==> src/rtl/spi_master_arbiter_if.sv <==
// Requester, response and spi_master-facing signals of spi_master_arbiter.
// The master modport is the arbiter's view; slave is the environment's view.
interface spi_master_arbiter_if #(
  parameter int NUM_REQ = 4
);
  logic [NUM_REQ-1:0]   i_req_valid;
  logic [NUM_REQ-1:0]   i_req_last;
  logic [3*NUM_REQ-1:0] i_req_slave;
  logic [8*NUM_REQ-1:0] i_req_data;
  logic [NUM_REQ-1:0]   o_req_ready;
  logic [NUM_REQ-1:0]   o_rsp_valid;
  logic [7:0]           o_rsp_data;
  logic                 o_timeout;
  logic                 o_busy;
  logic [2:0]           o_grant_id;
  logic                 o_spi_tx_valid;
  logic [2:0]           o_spi_slave_select;
  logic [7:0]           o_spi_tx_data;
  logic                 i_spi_tx_ready;
  logic                 i_spi_rx_valid;
  logic [7:0]           i_spi_rx_data;

  modport master (
    input  i_req_valid, i_req_last, i_req_slave, i_req_data,
    input  i_spi_tx_ready, i_spi_rx_valid, i_spi_rx_data,
    output o_req_ready, o_rsp_valid, o_rsp_data, o_timeout, o_busy, o_grant_id,
    output o_spi_tx_valid, o_spi_slave_select, o_spi_tx_data
  );

  modport slave (
    output i_req_valid, i_req_last, i_req_slave, i_req_data,
    output i_spi_tx_ready, i_spi_rx_valid, i_spi_rx_data,
    input  o_req_ready, o_rsp_valid, o_rsp_data, o_timeout, o_busy, o_grant_id,
    input  o_spi_tx_valid, o_spi_slave_select, o_spi_tx_data
  );
endinterface

==> src/rtl/spi_master_arbiter.sv <==
// Round-robin sequencer sharing one spi_master among NUM_REQ requesters, with an RX watchdog.
// Optional burst lock on the current owner is enabled by defining SPI_ARB_BURST_LOCK_EN.
module spi_master_arbiter #(
  parameter int NUM_REQ         = 4,
  parameter int RX_TIMEOUT_CLKS = 256
) (
  input logic                  i_clk,
  input logic                  i_rst_n,
  spi_master_arbiter_if.master bus
);
  localparam int WDW = (RX_TIMEOUT_CLKS > 1) ? $clog2(RX_TIMEOUT_CLKS) : 1;
  localparam logic [WDW-1:0] WD_MAX = WDW'(RX_TIMEOUT_CLKS - 1);

  typedef enum logic [1:0] {IDLE, ISSUE, WAIT_RX} state_t;

  state_t             state_q, state_d;
  logic [2:0]         ptr_q, ptr_d;
  logic [2:0]         grant_q, grant_d;
  logic [2:0]         slave_q, slave_d;
  logic [7:0]         data_q, data_d;
  logic [WDW-1:0]     wdog_q, wdog_d;
  logic [NUM_REQ-1:0] rsp_valid_q, rsp_valid_d;
  logic [7:0]         rsp_data_q, rsp_data_d;

  logic               found;
  logic               accept;
  logic               timeout_hit;
  logic [2:0]         win;
  logic [2:0]         next_ptr;
  logic [2:0]         win_slave;
  logic [7:0]         win_data;
  logic [NUM_REQ-1:0] owner_onehot;
  logic [NUM_REQ-1:0] ready_vec;

  logic [2:0] slave_arr [NUM_REQ];
  logic [7:0] data_arr  [NUM_REQ];

`ifdef SPI_ARB_BURST_LOCK_EN
  logic lock_q, lock_d;
  logic owner_valid;
  logic win_last;
`else
  logic unused_last;
  assign unused_last = ^bus.i_req_last;
`endif

  for (genvar gi = 0; gi < NUM_REQ; gi++) begin : g_unpack
    assign slave_arr[gi] = bus.i_req_slave[3*gi +: 3];
    assign data_arr[gi]  = bus.i_req_data[8*gi +: 8];
  end

  // Rotating priority: indices at or above the pointer first, then the wrapped-around ones.
  always_comb begin : arb
    found        = 1'b0;
    win          = 3'd0;
    owner_onehot = '0;
`ifdef SPI_ARB_BURST_LOCK_EN
    owner_valid  = 1'b0;
`endif
    for (int j = 0; j < NUM_REQ; j++) begin
      owner_onehot[j] = (grant_q == 3'(j));
`ifdef SPI_ARB_BURST_LOCK_EN
      if (owner_onehot[j] && bus.i_req_valid[j]) owner_valid = 1'b1;
`endif
    end
    for (int j = 0; j < NUM_REQ; j++) begin
      if (!found && (3'(j) >= ptr_q) && bus.i_req_valid[j]) begin
        found = 1'b1;
        win   = 3'(j);
      end
    end
    for (int j = 0; j < NUM_REQ; j++) begin
      if (!found && (3'(j) < ptr_q) && bus.i_req_valid[j]) begin
        found = 1'b1;
        win   = 3'(j);
      end
    end
`ifdef SPI_ARB_BURST_LOCK_EN
    if (lock_q && owner_valid) begin
      found = 1'b1;
      win   = grant_q;
    end
`endif
  end

  always_comb begin : sel
    win_slave = 3'd0;
    win_data  = 8'd0;
`ifdef SPI_ARB_BURST_LOCK_EN
    win_last  = 1'b0;
`endif
    for (int j = 0; j < NUM_REQ; j++) begin
      if (win == 3'(j)) begin
        win_slave = slave_arr[j];
        win_data  = data_arr[j];
`ifdef SPI_ARB_BURST_LOCK_EN
        win_last  = bus.i_req_last[j];
`endif
      end
    end
  end

  assign accept      = (state_q == IDLE) && bus.i_spi_tx_ready && found;
  assign next_ptr    = (win == 3'(NUM_REQ - 1)) ? 3'd0 : win + 3'd1;
  assign timeout_hit = (state_q == WAIT_RX) && !bus.i_spi_rx_valid && (wdog_q == WD_MAX);

  always_ff @(posedge i_clk or negedge i_rst_n) begin
    if (!i_rst_n) begin
      state_q     <= IDLE;
      ptr_q       <= 3'd0;
      grant_q     <= 3'd0;
      slave_q     <= 3'd0;
      data_q      <= 8'd0;
      wdog_q      <= '0;
      rsp_valid_q <= '0;
      rsp_data_q  <= 8'd0;
`ifdef SPI_ARB_BURST_LOCK_EN
      lock_q      <= 1'b0;
`endif
    end else begin
      state_q     <= state_d;
      ptr_q       <= ptr_d;
      grant_q     <= grant_d;
      slave_q     <= slave_d;
      data_q      <= data_d;
      wdog_q      <= wdog_d;
      rsp_valid_q <= rsp_valid_d;
      rsp_data_q  <= rsp_data_d;
`ifdef SPI_ARB_BURST_LOCK_EN
      lock_q      <= lock_d;
`endif
    end
  end

  always_comb begin : next_state
    state_d     = state_q;
    ptr_d       = ptr_q;
    grant_d     = grant_q;
    slave_d     = slave_q;
    data_d      = data_q;
    wdog_d      = wdog_q;
    rsp_valid_d = '0;
    rsp_data_d  = rsp_data_q;
`ifdef SPI_ARB_BURST_LOCK_EN
    lock_d      = lock_q;
`endif
    case (state_q)
      IDLE: begin
`ifdef SPI_ARB_BURST_LOCK_EN
        // An idle owner gives up the lock; the same cycle arbitrates normally.
        if (bus.i_spi_tx_ready && lock_q && !owner_valid) lock_d = 1'b0;
`endif
        if (accept) begin
          state_d = ISSUE;
          grant_d = win;
          slave_d = win_slave;
          data_d  = win_data;
          ptr_d   = next_ptr;
`ifdef SPI_ARB_BURST_LOCK_EN
          if (!win_last) begin
            lock_d = 1'b1;
            ptr_d  = ptr_q;
          end else begin
            lock_d = 1'b0;
          end
`endif
        end
      end
      ISSUE: begin
        wdog_d  = '0;
        state_d = WAIT_RX;
      end
      WAIT_RX: begin
        if (bus.i_spi_rx_valid) begin
          rsp_valid_d = owner_onehot;
          rsp_data_d  = bus.i_spi_rx_data;
          state_d     = IDLE;
        end else if (wdog_q == WD_MAX) begin
          state_d = IDLE;
`ifdef SPI_ARB_BURST_LOCK_EN
          lock_d  = 1'b0;
`endif
        end else begin
          wdog_d = wdog_q + 1'b1;
        end
      end
      default: state_d = IDLE;
    endcase
  end

  always_comb begin : outputs
    ready_vec = '0;
    for (int j = 0; j < NUM_REQ; j++) ready_vec[j] = accept && (win == 3'(j));
    bus.o_req_ready        = ready_vec;
    bus.o_rsp_valid        = rsp_valid_q;
    bus.o_rsp_data         = rsp_data_q;
    bus.o_timeout          = timeout_hit;
    bus.o_busy             = (state_q != IDLE);
    bus.o_grant_id         = grant_q;
    bus.o_spi_tx_valid     = (state_q == ISSUE);
    bus.o_spi_slave_select = slave_q;
    bus.o_spi_tx_data      = data_q;
  end
endmodule
==> src/flat_wrapper.sv <==
// flat-port wrapper written by rule: the top's interface ports become plain ports
module spi_master_arbiter_flat 
#(
  parameter int NUM_REQ         = 4,
  parameter int RX_TIMEOUT_CLKS = 256
)
  (i_clk, i_rst_n, bus_i_req_valid, bus_i_req_last, bus_i_req_slave, bus_i_req_data, bus_i_spi_tx_ready, bus_i_spi_rx_valid, bus_i_spi_rx_data, bus_o_req_ready, bus_o_rsp_valid, bus_o_rsp_data, bus_o_timeout, bus_o_busy, bus_o_grant_id, bus_o_spi_tx_valid, bus_o_spi_slave_select, bus_o_spi_tx_data);
  spi_master_arbiter_if #(.NUM_REQ(NUM_REQ)) bus_i ();
  input logic i_clk;
  input logic i_rst_n;
  input wire logic [$bits(bus_i.i_req_valid)-1:0] bus_i_req_valid;
  input wire logic [$bits(bus_i.i_req_last)-1:0] bus_i_req_last;
  input wire logic [$bits(bus_i.i_req_slave)-1:0] bus_i_req_slave;
  input wire logic [$bits(bus_i.i_req_data)-1:0] bus_i_req_data;
  input wire logic [$bits(bus_i.i_spi_tx_ready)-1:0] bus_i_spi_tx_ready;
  input wire logic [$bits(bus_i.i_spi_rx_valid)-1:0] bus_i_spi_rx_valid;
  input wire logic [$bits(bus_i.i_spi_rx_data)-1:0] bus_i_spi_rx_data;
  output wire logic [$bits(bus_i.o_req_ready)-1:0] bus_o_req_ready;
  output wire logic [$bits(bus_i.o_rsp_valid)-1:0] bus_o_rsp_valid;
  output wire logic [$bits(bus_i.o_rsp_data)-1:0] bus_o_rsp_data;
  output wire logic [$bits(bus_i.o_timeout)-1:0] bus_o_timeout;
  output wire logic [$bits(bus_i.o_busy)-1:0] bus_o_busy;
  output wire logic [$bits(bus_i.o_grant_id)-1:0] bus_o_grant_id;
  output wire logic [$bits(bus_i.o_spi_tx_valid)-1:0] bus_o_spi_tx_valid;
  output wire logic [$bits(bus_i.o_spi_slave_select)-1:0] bus_o_spi_slave_select;
  output wire logic [$bits(bus_i.o_spi_tx_data)-1:0] bus_o_spi_tx_data;
  assign bus_i.i_req_valid = bus_i_req_valid;
  assign bus_i.i_req_last = bus_i_req_last;
  assign bus_i.i_req_slave = bus_i_req_slave;
  assign bus_i.i_req_data = bus_i_req_data;
  assign bus_i.i_spi_tx_ready = bus_i_spi_tx_ready;
  assign bus_i.i_spi_rx_valid = bus_i_spi_rx_valid;
  assign bus_i.i_spi_rx_data = bus_i_spi_rx_data;
  assign bus_o_req_ready = bus_i.o_req_ready;
  assign bus_o_rsp_valid = bus_i.o_rsp_valid;
  assign bus_o_rsp_data = bus_i.o_rsp_data;
  assign bus_o_timeout = bus_i.o_timeout;
  assign bus_o_busy = bus_i.o_busy;
  assign bus_o_grant_id = bus_i.o_grant_id;
  assign bus_o_spi_tx_valid = bus_i.o_spi_tx_valid;
  assign bus_o_spi_slave_select = bus_i.o_spi_slave_select;
  assign bus_o_spi_tx_data = bus_i.o_spi_tx_data;
  spi_master_arbiter #(.NUM_REQ(NUM_REQ), .RX_TIMEOUT_CLKS(RX_TIMEOUT_CLKS)) u_core (.i_clk(i_clk), .i_rst_n(i_rst_n), .bus(bus_i));
endmodule
==> config.mk <==
export PLATFORM = sky130hd
export DESIGN_NAME = spi_master_arbiter_flat
export DESIGN_NICKNAME = d
export VERILOG_FILES = /design/src/rtl/spi_master_arbiter_if.sv /design/src/rtl/spi_master_arbiter.sv /design/src/flat_wrapper.sv
export SDC_FILE = /design/constraint.sdc
export NUM_CORES = 1
export LEC_CHECK = 0
export ABC_AREA = 1
export ABC_CLOCK_PERIOD_IN_PS = 4000
export CORE_UTILIZATION = 45
export DETAILED_ROUTE_END_ITERATION = 10
export PLACE_DENSITY = 0.95
export SYNTH_ARGS = -nofsm -noshare
export SYNTH_HDL_FRONTEND = slang
export SYNTH_SLANG_ARGS = --single-unit
==> constraint.sdc <==
create_clock -name i_clk -period 4 [get_ports i_clk]
set_clock_uncertainty 0.2 [all_clocks]
set_input_delay 1 -clock i_clk [delete_from_list [all_inputs] [get_ports i_clk]]
set_output_delay 1 -clock i_clk [all_outputs]
set_load 0.01 [all_outputs]
==> run summary, run 1 <==
share of layout cells above drive strength 1: 10.1%
period utilization: 96.6%
relative slew slack: 47.6%
kind of end point of the critical path: primary output
# clock sinks: 37
worst hold slack: 280 ps
total net switching power: 0.000720 W
H-tree lvl count: 2
Layout area overhead: 52.9%
Max-Cap Viols: 0
Final Max Tran Viols: 0
Final setup viols: 0
Cell Int Power: 0.00115 W
Clk pwr share: 13.8%
Avg Inst Size Synth: 7.62 um^2
# port buffers: 91
commonest non-fill, non-tap cells in the layout: nand2_1 (86), clkdlybuf4s50_1 (86), dfrtp_1 (37)
DR pass1 iterations: 4
maximum clock rate: 259 MHz
die width: 70.1 um
crit path DAT: 2660 ps
Seq cells post-synth: 37
Worst Setup Path Type: in -> out
leading area contributor after synthesis: dfrtp_1
DRC viols: 0
Max stage delay cell, worst path: clkdlybuf4s50_1
RSZ-0062 raised after global routing: false
mapped cell area: 2090 um^2
Root Buffer: clkbuf_8
n_diodes: 0
final hold violation count: 0
total CTS buffers: 5
Setup Fix Bufs, Post-CTS: 0
Hold Crit Class: reg -> reg
share of the synthesized area in the top cell type: 44.3%
hold wc startpoint: u_core.bus.o_spi_tx_data[6]
startpoint types: primary input
Initial DRC Count: 121
GRT overflow: 0
initial antenna violation count: 0
Net count, final: 445
Crit Reg-Reg Endpoint: u_core.bus.o_spi_tx_data[5]
worst vdd ir: 0.275 mV
Req. time, crit path: 2800 ps
Max FO, Critical Path: 3
RD Place Congestion: 0.801
combinational share of power: 54.2%
Die Height: 70.1 um
R2R Setup Slk: 1430 ps
DR WL/cell: 11.8 um
Seq/Total Area, Yosys: 44.3%
Worst Path Buf+Inv: 4
standard-cell rows: 24
Post-Syn Instances: 274
Distinct cells, synth: 25
worst r2r src: u_core.ptr_q[1]
hold worst-path end: u_core.bus.o_spi_tx_data[6]
worst-margin pin slew: 787 ps
R2R depth: 17
pin count of the biggest net entering global routing: 38
crit-path max cell delay: 420 ps
top cell family by delay on the critical path: buffers and inverters
Via Count: 2181
outcome: complete, no violations
critical path, cell by cell: clkdlybuf4s50_1 > nand2_1 > nand2_1 > nor2_4 > nand3_1 > nand2_1 > inv_1 > ha_1 > inv_1 > nor2_1 > dlygate4sd2_1
total track usage: 22.0%
syn nets: 343
min Tclk post-route: 3860 ps
Vias/cell: 5.10
Seq pwr share: 32.0%
global-route wire length before repair: 8.73 mm
Warnings, synthesis: 0
number of global-route vias before repair: 2089
TritonCTS clock tree: built
Core ar.: 4410 um^2
Longest Clk Path Bufs: 2
initial core utilization: 47.3%
leakage power: 1.51 nW
dpl hpwl: 4.04 mm
power per cell area: 587 nW/um^2
clk_lat worst skew: 290 ps
Die Area: 4920 um^2
CP dominant cell by count: nand2_1
Hold Path Depth: 2
fin util: 72.3%
final WL: 5.06 mm
clk slew on worst S/H paths: 60 ps
# IOs: 97
largest cells by area after synthesis: dfrtp_1 (44%), nand2_1 (15%), o21ai_0 (6.5%)
Final ANT Viol Nets: 0
switching part of the total: 38.4%
-- power by group through the flow --
| stage | Combinational, W | Clock, W | Sequential, W |
|---|---|---|---|
| 3_5_place_dp | 0.00102 | 0 | 0.000606 |
| 6_report | 0.00102 | 0.000259 | 0.000600 |
| 5_1_grt | 0.00114 | 0.000274 | 0.000617 |
| 2_1_floorplan | 0.000520 | 0 | 0.000638 |
| 4_1_cts | 0.00102 | 0.000262 | 0.000600 |
| 3_3_place_gp | 0.000995 | 0 | 0.000597 |
-- area by class of cell --
type / instances / area, um^2
Fill cell: 331 / 1220
Clock buffer: 7 / 86.3
Inverter: 29 / 109
Tap cell: 52 / 65.1
Multi-Input combinational cell: 196 / 985
Sequential cell: 37 / 926
Timing Repair Buffer: 107 / 1020
-- how the worst max path moves through the flow --
stage | start | end | cells past startpoint
final | bus_i_req_valid[0] | bus_o_req_ready[0] | 11
after global routing | bus_i_req_valid[1] | bus_o_req_ready[2] | 11
after CTS | bus_i_req_valid[0] | bus_o_req_ready[2] | 11
after detailed placement | bus_i_req_valid[1] | bus_o_req_ready[2] | 10
after global placement | bus_i_req_valid[1] | bus_o_req_ready[2] | 10
after floorplan | bus_i_req_valid[1] | bus_o_req_ready[2] | 10
-- routing by layer --
metal  vias up  global-route usage [%]  wire [um]
met5         -                       0          0
met4         0                    7.33         59
met3         7                    5.77        362
li1       1079                       -          -
met1      1005                    24.8       2020
met2        90                    40.2       2620
-- per-stage QoR --
stage	cell area, um^2	cells	total power, W	setup slack, ps	TNS (ps)
global placement	3110	421	0.00159	-129	-268
CTS	3190	428	0.00188	112	0
finish	3190	428	0.00187	137	0
global route	3190	428	0.00203	5.41	0
floorplan	2090	274	0.00116	643	0
detailed placement	3110	421	0.00163	-164	-466
-- worst reg2reg max path, cell delays in order (launching register included) --
cell and delay (ps):
dfrtp_1 420, nor2_1 70, nand2_1 100, nand2_1 100
nor2_4 110, nand4_1 80, nand2_1 150, inv_1 80
ha_1 200, buf_4 180, nor2_1 110, buf_4 170
nand2_1 70, nand2_1 50, o21ai_0 70, o21ai_0 170
nand3_1 110, nand2_1 70
-- registers in the layout (all words and copies together), names as in the netlist --
signal / count
u_core.bus.o_rsp_valid: 4
u_core.bus.o_spi_slave_select: 3
u_core.wdog_q: 8
u_core.bus.o_grant_id: 2
u_core.bus.o_rsp_data: 8
u_core.state_q: 2
u_core.ptr_q: 2
u_core.bus.o_spi_tx_data: 8
-- synthesized netlist by cell type --
cell type  count
nand2_1       86
dfrtp_1       37
inv_1         29
o21ai_0       27
nand3_1       20
a21oi_1       16
nor2_1        14
mux2_2         8
clkbuf_1       5
ha_1           5
nor3_1         5
buf_2          4
buf_6          2
nand2_2        2
nand4_1        2
nor2_2         2
o21ai_1        2
buf_4          1
conb_1         1
nand2_4        1
nand3b_1       1
nand4_4        1
nor2_4         1
nor3b_1        1
o22ai_1        1
-- repair_timing --
item	in CTS	in global routing
resized for setup	5	1
setup endpoints to repair	4	1
pin swaps	0	0
hold buffers	0	0
-- kinds of logic (layout without fill, tap and decap cells) --
logic type,count (synthesis),in the layout,synth area share (%)
AOI/OAI and AO/OA,46,46,11.1
adders and majority gates,5,5,3.00
DFF,37,37,44.3
and+or+nand+nor,136,136,28.6
muxes,8,8,4.31
buffers and inverters,41,143,8.51
other,1,1,0.180
Note: power is estimated with default switching activity, not from simulation.
==> run 2, diff against run 1 <==
--- a/config.mk
+++ b/config.mk
@@ -5,11 +5,10 @@
 export SDC_FILE = /design/constraint.sdc
 export NUM_CORES = 1
 export LEC_CHECK = 0
-export ABC_AREA = 1
-export ABC_CLOCK_PERIOD_IN_PS = 4000
-export CORE_UTILIZATION = 45
+export ABC_CLOCK_PERIOD_IN_PS = 3250
+export CORE_UTILIZATION = 36
 export DETAILED_ROUTE_END_ITERATION = 10
-export PLACE_DENSITY = 0.95
+export PLACE_DENSITY_LB_ADDON = 0.15
 export SYNTH_ARGS = -nofsm -noshare
 export SYNTH_HDL_FRONTEND = slang
 export SYNTH_SLANG_ARGS = --single-unit
==> constraint.sdc (replaced) <==
create_clock -name i_clk -period 3.25 [get_ports i_clk]
set_clock_uncertainty 0.2 [all_clocks]
set_input_delay 0.8125 -clock i_clk [delete_from_list [all_inputs] [get_ports i_clk]]
set_output_delay 0.8125 -clock i_clk [all_outputs]
set_load 0.01 [all_outputs]
==> run 2 against run 1 <==
Clock power rose by 85%; worst hold slack improved by 0.92 ps; sequential share of layout area rose by 0.69 points; synthesized cell count fell by 20%; register-to-register slack got worse by 850 ps; core utilization fell by 12 points; die area rose by 17%; flip-flop and latch count did not move; critical path type unchanged; critical endpoint is now bus_o_req_ready[1].
==> run summary, run 2 <==
Die Height: 75.8 um
Initial DRC Count: 67
syn nets: 287
largest cells by area after synthesis: dfrtp_1 (47%), nand2_1 (7.8%), a221oi_1 (4.9%)
# clock sinks: 37
Seq/Total Area, Yosys: 47.2%
final hold violation count: 0
Final Max Tran Viols: 0
Fill cells: 454
relative slew slack: 45.9%
Layout area overhead: 58.9%
Net count, final: 386
worst vdd ir: 0.394 mV
standard-cell rows: 26
top cell family by delay on the critical path: simple AND/OR/NAND/NOR gates
Worst Path Buf+Inv: 2
Post-Syn Instances: 218
die width: 75.8 um
hold bufs inserted after CTS: 0
share of the synthesized area in the top cell type: 47.2%
Worst Setup Path Type: in -> out
Vias/cell: 4.78
total track usage: 18.4%
Max FO, Critical Path: 8
final cell count without fillers: 388
worst-margin pin slew: 812 ps
number of global-route vias before repair: 1772
critical path, cell by cell: dlygate4sd2_1 > or4_1 > and3_4 > and2_1 > buf_2
crit-path max cell delay: 530 ps
Seq cells post-synth: 37
leading area contributor after synthesis: dfrtp_1
Clk pwr share: 19.7%
Core ar.: 5170 um^2
Cell Int Power: 0.00160 W
Warnings, synthesis: 0
initial core utilization: 38.0%
power per cell area: 781 nW/um^2
Longest Clk Path Bufs: 2
top-count cell post-synth: nand2_1
dpl hpwl: 3.65 mm
Req. time, crit path: 2240 ps
switching part of the total: 34.4%
share of layout cells above drive strength 1: 11.3%
leakage power: 1.42 nW
leading cell type in the layout, fill and taps excluded: clkdlybuf4s50_1
Root Buffer: clkbuf_8
startpoint types: primary input
maximum clock rate: 317 MHz
outcome: complete, no violations
# port buffers: 91
Post-synth EDFFs: 0
min Tclk post-route: 3150 ps
Pwr Total: 0.00244 W
Final setup viols: 0
Via Count: 1854
final WL: 4.97 mm
Avg Inst Size Synth: 9.01 um^2
DRC viols: 0
worst hold slack: 281 ps
GRT overflow: 0
period utilization: 97.0%
DR WL/cell: 12.8 um
Post-synth top cells: nand2_1 (41), dfrtp_1 (37), inv_1 (19), nor2_1 (15), a31oi_1 (13)
Distinct cells, synth: 37
combinational share of power: 49.8%
clk_lat worst skew: 280 ps
pin count of the biggest net entering global routing: 38
n_diodes: 0
Die Area: 5750 um^2
Max-Cap Viols: 0
mapped cell area: 1960 um^2
TritonCTS clock tree: built
RSZ-0062 raised after global routing: false
Max stage delay cell, worst path: or4_1
Hold Crit Class: reg -> reg
crit path DAT: 2140 ps
RD Place Congestion: 0.830
Final ANT Viol Nets: 0
# IOs: 97
ys async rst share: 100%
total net switching power: 0.000839 W
Seq pwr share: 30.5%
clk slew on worst S/H paths: 80 ps
kind of end point of the critical path: primary output
total CTS buffers: 5
DR pass1 iterations: 4
commonest non-fill, non-tap cells in the layout: clkdlybuf4s50_1 (81), nand2_1 (41), dfrtp_1 (37)
placed cell count: 379
prevailing post-synth register cell: dfrtp_1
initial antenna violation count: 0
global-route wire length before repair: 7.88 mm
R2R Setup Slk: 580 ps
H-tree lvl count: 2
[run 2: cell types whose count changed in the layout (fill, tap and decap cells not counted), moves of 6 or more]
cell,change
nand2_1,-45
o21ai_0,-22
nand3_1,-14
a31oi_1,+13
inv_1,-11
a211o_1,+10
a221oi_1,+10
a21oi_1,-7
mux2_2,-6
[run 2: cells by family after synthesis]
logic type | share of synthesized area (%)
and+or+nand+nor | 19.3
other | 0.191
AOI/OAI and AO/OA | 19.8
muxes | 2.42
adders and majority gates | 3.19
DFF | 47.2
buffers and inverters | 7.46
xor gates and xnor gates | 0.446
[run 2: path summary, 6_finish.rpt]
kind,from,to,cells after the start
max,bus_i_req_valid[1],bus_o_req_ready[1],5
min,u_core.bus.o_rsp_data[2],u_core.bus.o_rsp_data[2],2
max reg2reg,u_core.ptr_q[1],u_core.bus.o_spi_tx_data[0],11
min reg2reg,u_core.bus.o_rsp_data[2],u_core.bus.o_rsp_data[2],2
max in group asynchronous,i_rst_n,u_core.bus.o_grant_id[1],1
min in group asynchronous,i_rst_n,u_core.bus.o_spi_slave_select[2],1
[run 2: area by class of cell]
class	count	area, um^2	share of cell area [%]
Clock inverter	3	68.8	2.21
Tap cell	70	87.6	2.81
Timing Repair Buffer	104	983	31.5
Inverter	20	75.1	2.41
Sequential cell	37	926	29.7
Multi-Input combinational cell	149	910	29.2
Clock buffer	5	68.8	2.21
[run 2: timing repair]
| item | CTS | global route |
|---|---|---|
| setup buffers | 0 | 1 |
| setup endpoints to repair | 14 | 4 |
| resized for setup | 25 | 4 |
| pin swaps | 2 | 4 |
[run 2: worst min-delay path, delay by kind of cell (launching register included)]
kind	cells	cell delay (ps)
DFF	1	340
and+or+nand+nor	2	110
[run 2: power groups by stage]
stage / Sequential, W / Clock, W / Combinational [W]
floorplan: 0.000804 / 0 / 0.000599
global route: 0.000770 / 0.000514 / 0.00135
finish: 0.000744 / 0.000479 / 0.00121
global placement: 0.000746 / 0 / 0.00121
CTS: 0.000744 / 0.000494 / 0.00123
detailed placement: 0.000751 / 0 / 0.00122
[run 2: stage by stage]
step	setup slack, ps	TNS (ps)	utilization, %	area [um^2]
after detailed placement	-603	-7430	57.6	2980
final	98.3	0	60.3	3120
after CTS	8.39	0	60.1	3110
after floorplan	98.8	0	-	1970
after global routing	11.0	0	60.3	3120
after global placement	-554	-7060	57.6	2980
[run 2: metal layers]
| layer | wire [um] | track usage (%) | up-vias |
|---|---|---|---|
| li1 | - | - | 954 |
| met1 | 2250 | 22.1 | 841 |
| met2 | 2360 | 32.4 | 55 |
| met3 | 309 | 4.89 | 4 |
| met4 | 46 | 4.94 | 0 |
| met5 | 0 | 0 | - |
